==> src/rtl/reg_write_decoder_seq_if.sv <==
// Write-port bundle for reg_write_decoder_seq: write request and clear request in,
// registered one-hot enables and sweep status out.
interface reg_write_decoder_seq_if #(
    parameter int unsigned SEL_WIDTH = 5,
    parameter int unsigned NUM_REGS  = 32
);
    logic                 write_en;
    logic [SEL_WIDTH-1:0] select;
    logic                 clear_req;
    logic [NUM_REGS-1:0]  out;
    logic [SEL_WIDTH-1:0] out_select;
    logic                 clear_busy;
    logic                 clear_done;
    logic                 illegal_sel;

    modport master (
        output write_en, select, clear_req,
        input  out, out_select, clear_busy, clear_done, illegal_sel
    );

    modport slave (
        input  write_en, select, clear_req,
        output out, out_select, clear_busy, clear_done, illegal_sel
    );
endinterface

==> src/rtl/reg_write_decoder_seq.sv <==
// Registered one-hot write-enable decoder with a register-file clear sweep.
// Optional build macro REG_ZERO_MASK_EN: masks out[ZERO_REG] in every mode.
module reg_write_decoder_seq #(
    parameter int unsigned SEL_WIDTH = 5,
    parameter int unsigned NUM_REGS  = 32,
    parameter int unsigned ZERO_REG  = 31
) (
    input  logic                  i_clk,
    input  logic                  i_rst,
    reg_write_decoder_seq_if.slave bus
);
    localparam int unsigned STATE_W = 2;
    localparam logic [STATE_W-1:0] S_IDLE  = 2'd0;
    localparam logic [STATE_W-1:0] S_SWEEP = 2'd1;
    localparam logic [STATE_W-1:0] S_DONE  = 2'd2;

    localparam logic [SEL_WIDTH-1:0] LAST_IDX = SEL_WIDTH'(NUM_REGS - 1);
`ifdef REG_ZERO_MASK_EN
    localparam bit MASK_EN = 1'b1;
`else
    localparam bit MASK_EN = 1'b0;
`endif
    localparam logic [NUM_REGS-1:0] ZERO_MASK = MASK_EN ? (NUM_REGS'(1) << ZERO_REG) : '0;

    logic [STATE_W-1:0]   r_state, w_state_nxt;
    logic [SEL_WIDTH-1:0] r_cnt, w_cnt_nxt;
    logic [NUM_REGS-1:0]  r_out, w_out_nxt;
    logic [SEL_WIDTH-1:0] r_out_sel, w_out_sel_nxt;
    logic                 r_busy, w_busy_nxt;
    logic                 r_done, w_done_nxt;
    logic                 r_illegal, w_illegal_nxt;
    logic                 w_sel_legal;

    // One-hot decode with the hardwired-zero register masked off.
    function automatic logic [NUM_REGS-1:0] f_onehot(input logic [SEL_WIDTH-1:0] idx);
        logic [NUM_REGS-1:0] v;
        v = '0;
        for (int i = 0; i < int'(NUM_REGS); i++) begin
            v[i] = (idx == SEL_WIDTH'(i));
        end
        return v & ~ZERO_MASK;
    endfunction

    assign w_sel_legal = (32'(bus.select) < NUM_REGS);

    always_comb begin
        w_state_nxt   = r_state;
        w_cnt_nxt     = r_cnt;
        w_out_nxt     = '0;
        w_out_sel_nxt = r_out_sel;
        w_busy_nxt    = 1'b0;
        w_done_nxt    = 1'b0;
        w_illegal_nxt = 1'b0;
        case (r_state)
            S_IDLE: begin
                if (bus.write_en) begin
                    if (w_sel_legal) begin
                        w_out_nxt     = f_onehot(bus.select);
                        w_out_sel_nxt = bus.select;
                    end else begin
                        w_illegal_nxt = 1'b1;
                    end
                end
                if (bus.clear_req) begin
                    w_state_nxt = S_SWEEP;
                    w_cnt_nxt   = '0;
                end
            end
            S_SWEEP: begin
                // Counter may wrap to 0 here; only LAST_IDX leaves the sweep.
                w_out_nxt     = f_onehot(r_cnt);
                w_out_sel_nxt = r_cnt;
                w_busy_nxt    = 1'b1;
                w_cnt_nxt     = r_cnt + SEL_WIDTH'(1);
                if (r_cnt == LAST_IDX) begin
                    w_state_nxt = S_DONE;
                end
            end
            S_DONE: begin
                w_done_nxt  = 1'b1;
                w_state_nxt = S_IDLE;
            end
            default: begin
                w_state_nxt = S_IDLE;
            end
        endcase
    end

    always_ff @(posedge i_clk or posedge i_rst) begin
        if (i_rst) begin
            r_state   <= S_IDLE;
            r_cnt     <= '0;
            r_out     <= '0;
            r_out_sel <= '0;
            r_busy    <= 1'b0;
            r_done    <= 1'b0;
            r_illegal <= 1'b0;
        end else begin
            r_state   <= w_state_nxt;
            r_cnt     <= w_cnt_nxt;
            r_out     <= w_out_nxt;
            r_out_sel <= w_out_sel_nxt;
            r_busy    <= w_busy_nxt;
            r_done    <= w_done_nxt;
            r_illegal <= w_illegal_nxt;
        end
    end

    assign bus.out         = r_out;
    assign bus.out_select  = r_out_sel;
    assign bus.clear_busy  = r_busy;
    assign bus.clear_done  = r_done;
    assign bus.illegal_sel = r_illegal;
endmodule

==> src/flat_wrapper.sv <==
// flat-port wrapper written by rule: the top's interface ports become plain ports
module reg_write_decoder_seq_flat 
#(
    parameter int unsigned SEL_WIDTH = 5,
    parameter int unsigned NUM_REGS  = 32,
    parameter int unsigned ZERO_REG  = 31
)
  (i_clk, i_rst, bus_write_en, bus_select, bus_clear_req, bus_out, bus_out_select, bus_clear_busy, bus_clear_done, bus_illegal_sel);
  reg_write_decoder_seq_if #(.SEL_WIDTH(SEL_WIDTH), .NUM_REGS(NUM_REGS)) bus_i ();
  input  logic i_clk;
  input  logic i_rst;
  input wire logic [$bits(bus_i.write_en)-1:0] bus_write_en;
  input wire logic [$bits(bus_i.select)-1:0] bus_select;
  input wire logic [$bits(bus_i.clear_req)-1:0] bus_clear_req;
  output wire logic [$bits(bus_i.out)-1:0] bus_out;
  output wire logic [$bits(bus_i.out_select)-1:0] bus_out_select;
  output wire logic [$bits(bus_i.clear_busy)-1:0] bus_clear_busy;
  output wire logic [$bits(bus_i.clear_done)-1:0] bus_clear_done;
  output wire logic [$bits(bus_i.illegal_sel)-1:0] bus_illegal_sel;
  assign bus_i.write_en = bus_write_en;
  assign bus_i.select = bus_select;
  assign bus_i.clear_req = bus_clear_req;
  assign bus_out = bus_i.out;
  assign bus_out_select = bus_i.out_select;
  assign bus_clear_busy = bus_i.clear_busy;
  assign bus_clear_done = bus_i.clear_done;
  assign bus_illegal_sel = bus_i.illegal_sel;
  reg_write_decoder_seq #(.SEL_WIDTH(SEL_WIDTH), .NUM_REGS(NUM_REGS), .ZERO_REG(ZERO_REG)) u_core (.i_clk(i_clk), .i_rst(i_rst), .bus(bus_i));
endmodule
==> config.mk <==
export PLATFORM = sky130hd
export DESIGN_NAME = reg_write_decoder_seq_flat
export DESIGN_NICKNAME = d
export VERILOG_FILES = /design/src/rtl/reg_write_decoder_seq_if.sv /design/src/rtl/reg_write_decoder_seq.sv /design/src/flat_wrapper.sv
export SDC_FILE = /design/constraint.sdc
export NUM_CORES = 1
export LEC_CHECK = 0
export ABC_CLOCK_PERIOD_IN_PS = 4000
export BUFFER_PORTS_ARGS = -buffer_cell sky130_fd_sc_hd__buf_2
export CAP_MARGIN = 20
export CORE_UTILIZATION = 45
export CTS_CLUSTER_DIAMETER = 80
export DETAILED_ROUTE_END_ITERATION = 16
export GPL_ROUTABILITY_DRIVEN = 0
export MAX_ROUTING_LAYER = met4
export PLACE_DENSITY = 0.69
export SLEW_MARGIN = 25
export SYNTH_ARGS = -nofsm -noshare
export SYNTH_HDL_FRONTEND = slang
export SYNTH_SLANG_ARGS = --single-unit
export TNS_END_PERCENT = 1
==> constraint.sdc <==
create_clock -name i_clk -period 4 [get_ports i_clk]
set_input_delay 0.8 -clock i_clk [delete_from_list [all_inputs] [get_ports i_clk]]
set_output_delay 0.8 -clock i_clk [all_outputs]
set_load 0.05 [all_outputs]
==> results.md <==
- Hold WC Path Type: reg2reg
- RSZ-0062 raised after global routing: false
- PortBufs: 47
- H-tree depth: 2
- Largest net degree at the start of global routing: 47
- Hold Fails Final Rpt: 0
- Gr ovfl total: 0
- Row count: 24
- Synth Instances: 175
- Synth warn: 0
- Setup violators final: 0
- Net Count, Synth: 190
- Post-synth top area cell: dfrtp_1
- Leak: 0.00119 µW
- Worst hold stages: 2
- GRT Total Usage: 0.203
- Worst path slowest cell: dfrtp_1
- Crit start category: flip-flop
- Total Neg Setup Slack: 0 ns
- Hold EP: u_core.bus.out_select[4]
- Synth-to-Final Area Change: 16.3%
- Total CTS buffers: 5
- Clk root buf: clkbuf_8
- Vias: 1562
- Post-CTS resize count: 0
- R2R Path Start: u_core.r_state[0]
- Max transition margin: 0.638
- R2R Path End: u_core.bus.out[20]
- Layout cell share with drive strength beyond 1: 0.300
- Crit-path max cell delay: 0.61 ns
- Clock Sinks: 46
- FILL cells: 409
- First-pass GRT wire length: 7380 µm
- Synth Flop Type: dfrtp_1
- Fmax: 547 MHz
- Ys async rst share: 1.00
- Commonest non-fill, non-tap cells in the layout: 47 x buf_2, 46 x dfrtp_1, 16 x o22ai_1
- DR DRC count: 0
- Combinational share of power: 0.450
- R2R depth: 4
- Sequential share of the synthesized area: 0.569
- Tmin final: 1.83 ns
- Final Skew: 0.00488 ns
- Clk buf depth: 2
- Top Ports: 49
- Die Span X: 69.0 µm
- Die area: 0.00477 mm²
- Worst Path Max Fanout: 13
- Starting density of the core: 0.468
- Netlist cell types: 39
- Final core occ: 0.544
- Final Max Slew Viols: 0
- Crit Path Category: reg2reg
- Initial antenna violation count: 0
- CP Capture Type: flip-flop
- Outcome: finished clean
- Max_cap viols: 0
- Clk network pwr share: 0.151
- Sequential power share: 0.399
- Power density over the cells: 726 mW/mm²
- Final Non-Filler Cells: 272
- Syn Std Cell Area: 0.00202 mm²
- CP cell instances: nand2b_1 -> inv_2 -> nand3_1 -> o22ai_1
- Pre-antenna DRT Iters: 4
- Routed WL: 4300 µm
- Number of global-route vias before repair: 1495
- Number of diodes: 0
- Yosys top cell area share: 0.569
- Die Ht: 69.0 µm
- Reg clk slew, reported paths: 0.08 ns
- Worst Tran Pin Value: 0.542 ns
- Fin crit share: 0.457
- Placed cells: 265
- EDFF count, synth: 0
- Area of the core: 0.00432 mm²
- Psw: 800 µW
- Switch share: 0.468
- Most common cell after layout, fill and taps aside: buf_2
- Routed WL per cell: 15.8 µm
- Syn Area/Cell: 11.6 µm²
- Post-CTS Setup Bufs: 0
- P_int: 908 µW
- Area contributors post-synth: dfrtp_1 57%, o22ai_1 5.0%, a22o_1 4.8%, ha_1 3.7%, a22oi_1 3.3%
- # hold bufs at CTS: 0
- Post-DRT Antenna Nets: 0
- Vias/cell: 5.74
- Flops & latches, synth: 46
- Peak VDD IR: 0.000474 V
- R2R Setup Slk: 2.17 ns
- Hold Startpoint: u_core.bus.out_select[4]
- Crit path arrival time: 2.03 ns
- Initial DRC Count: 141
- Post-DP HPWL: 3100 µm
- Final nets: 235
- Worst-Skew Late Latency: 0.29 ns
- Crit. Startpoint: u_core.r_state[0]
- Crit path required time: 4.21 ns
- CTS tree: yes
[through the flow]
step / instance area [µm²] / total power [µW] / hold WS [ns] / setup slack (ns)
3_3_place_gp: 2270 / 1450 / 0.554 / 2.16
4_1_cts: 2350 / 1720 / 0.567 / 2.20
3_5_place_dp: 2270 / 1450 / 0.548 / 2.11
2_1_floorplan: 2020 / 1290 / 0.537 / 2.11
6_report: 2350 / 1710 / 0.562 / 2.17
5_1_grt: 2350 / 1810 / 0.608 / 2.02
[power by group through the flow]
stage | sequential, µW | clock [µW] | combinational (µW)
2_1_floorplan | 929 | 0 | 357
3_3_place_gp | 686 | 0 | 764
3_5_place_dp | 691 | 0 | 762
4_1_cts | 681 | 268 | 769
5_1_grt | 699 | 288 | 823
6_report | 682 | 257 | 768
[per-layer routing]
metal | part of all wire | GRT usage
met3 | 0.060 | 0.0468
met2 | 0.49 | 0.309
met1 | 0.44 | 0.270
met5 | 0 | -
met4 | 0.015 | 0.0658
[critical path: cells and delay by family (launching register included)]
family                 cells  cell delay, ns
flip-flops                 1            0.61
AND/OR/NAND/NOR            2            0.57
AO/OA/AOI/OAI              1            0.24
buffers and inverters      1            0.31
[cells by family after synthesis]
family          synth area share
flops                      0.569
other cells              0.00185
compound gates             0.186
fa+ha+maj                 0.0371
simple gates               0.153
buf+inv                   0.0427
mux                       0.0105
[synth_stat cells (2+ instances only)]
master,count
dfrtp_1,46
o22ai_1,16
a22o_1,11
a22oi_1,9
nand3_1,9
nand2_1,8
o21ai_1,8
inv_1,7
buf_2,6
ha_1,6
nand2b_1,6
nor2_1,5
nor2b_1,4
o2bb2ai_1,4
nor3_2,3
a32o_1,2
and3_1,2
clkbuf_1,2
[how the worst max path moves through the flow]
stage                                 end  slack [ns]  cells past startpoint
CTS                    u_core.bus.out[20]        2.20                      4
global route           u_core.bus.out[20]        2.02                      4
global placement       u_core.bus.out[23]        2.16                      4
floorplan           u_core.bus.clear_busy        2.11                      1
finish                 u_core.bus.out[20]        2.17                      4
detailed placement     u_core.bus.out[23]        2.11                      4
[cell type report]
type                            instances  area (µm²)  share of cell area
Sequential cell                        46        1150               0.489
Tap cell                               52        65.1              0.0277
Clock buffer                            5        68.8              0.0293
Clock inverter                          2        10.0             0.00426
Inverter                                8        30.0              0.0128
Multi-Input combinational cell        111         785               0.334
Timing Repair Buffer                   48         243               0.103
[state kept, by name, indices dropped and copies added, names as in the netlist]
| register | flops |
|---|---|
| u_core.bus.out_select | 5 |
| u_core.bus.clear_done | 1 |
| u_core.r_cnt | 5 |
| u_core.bus.clear_busy | 1 |
| u_core.r_state | 2 |
| u_core.bus.out | 32 |
(Power assumes the default switching activity.)
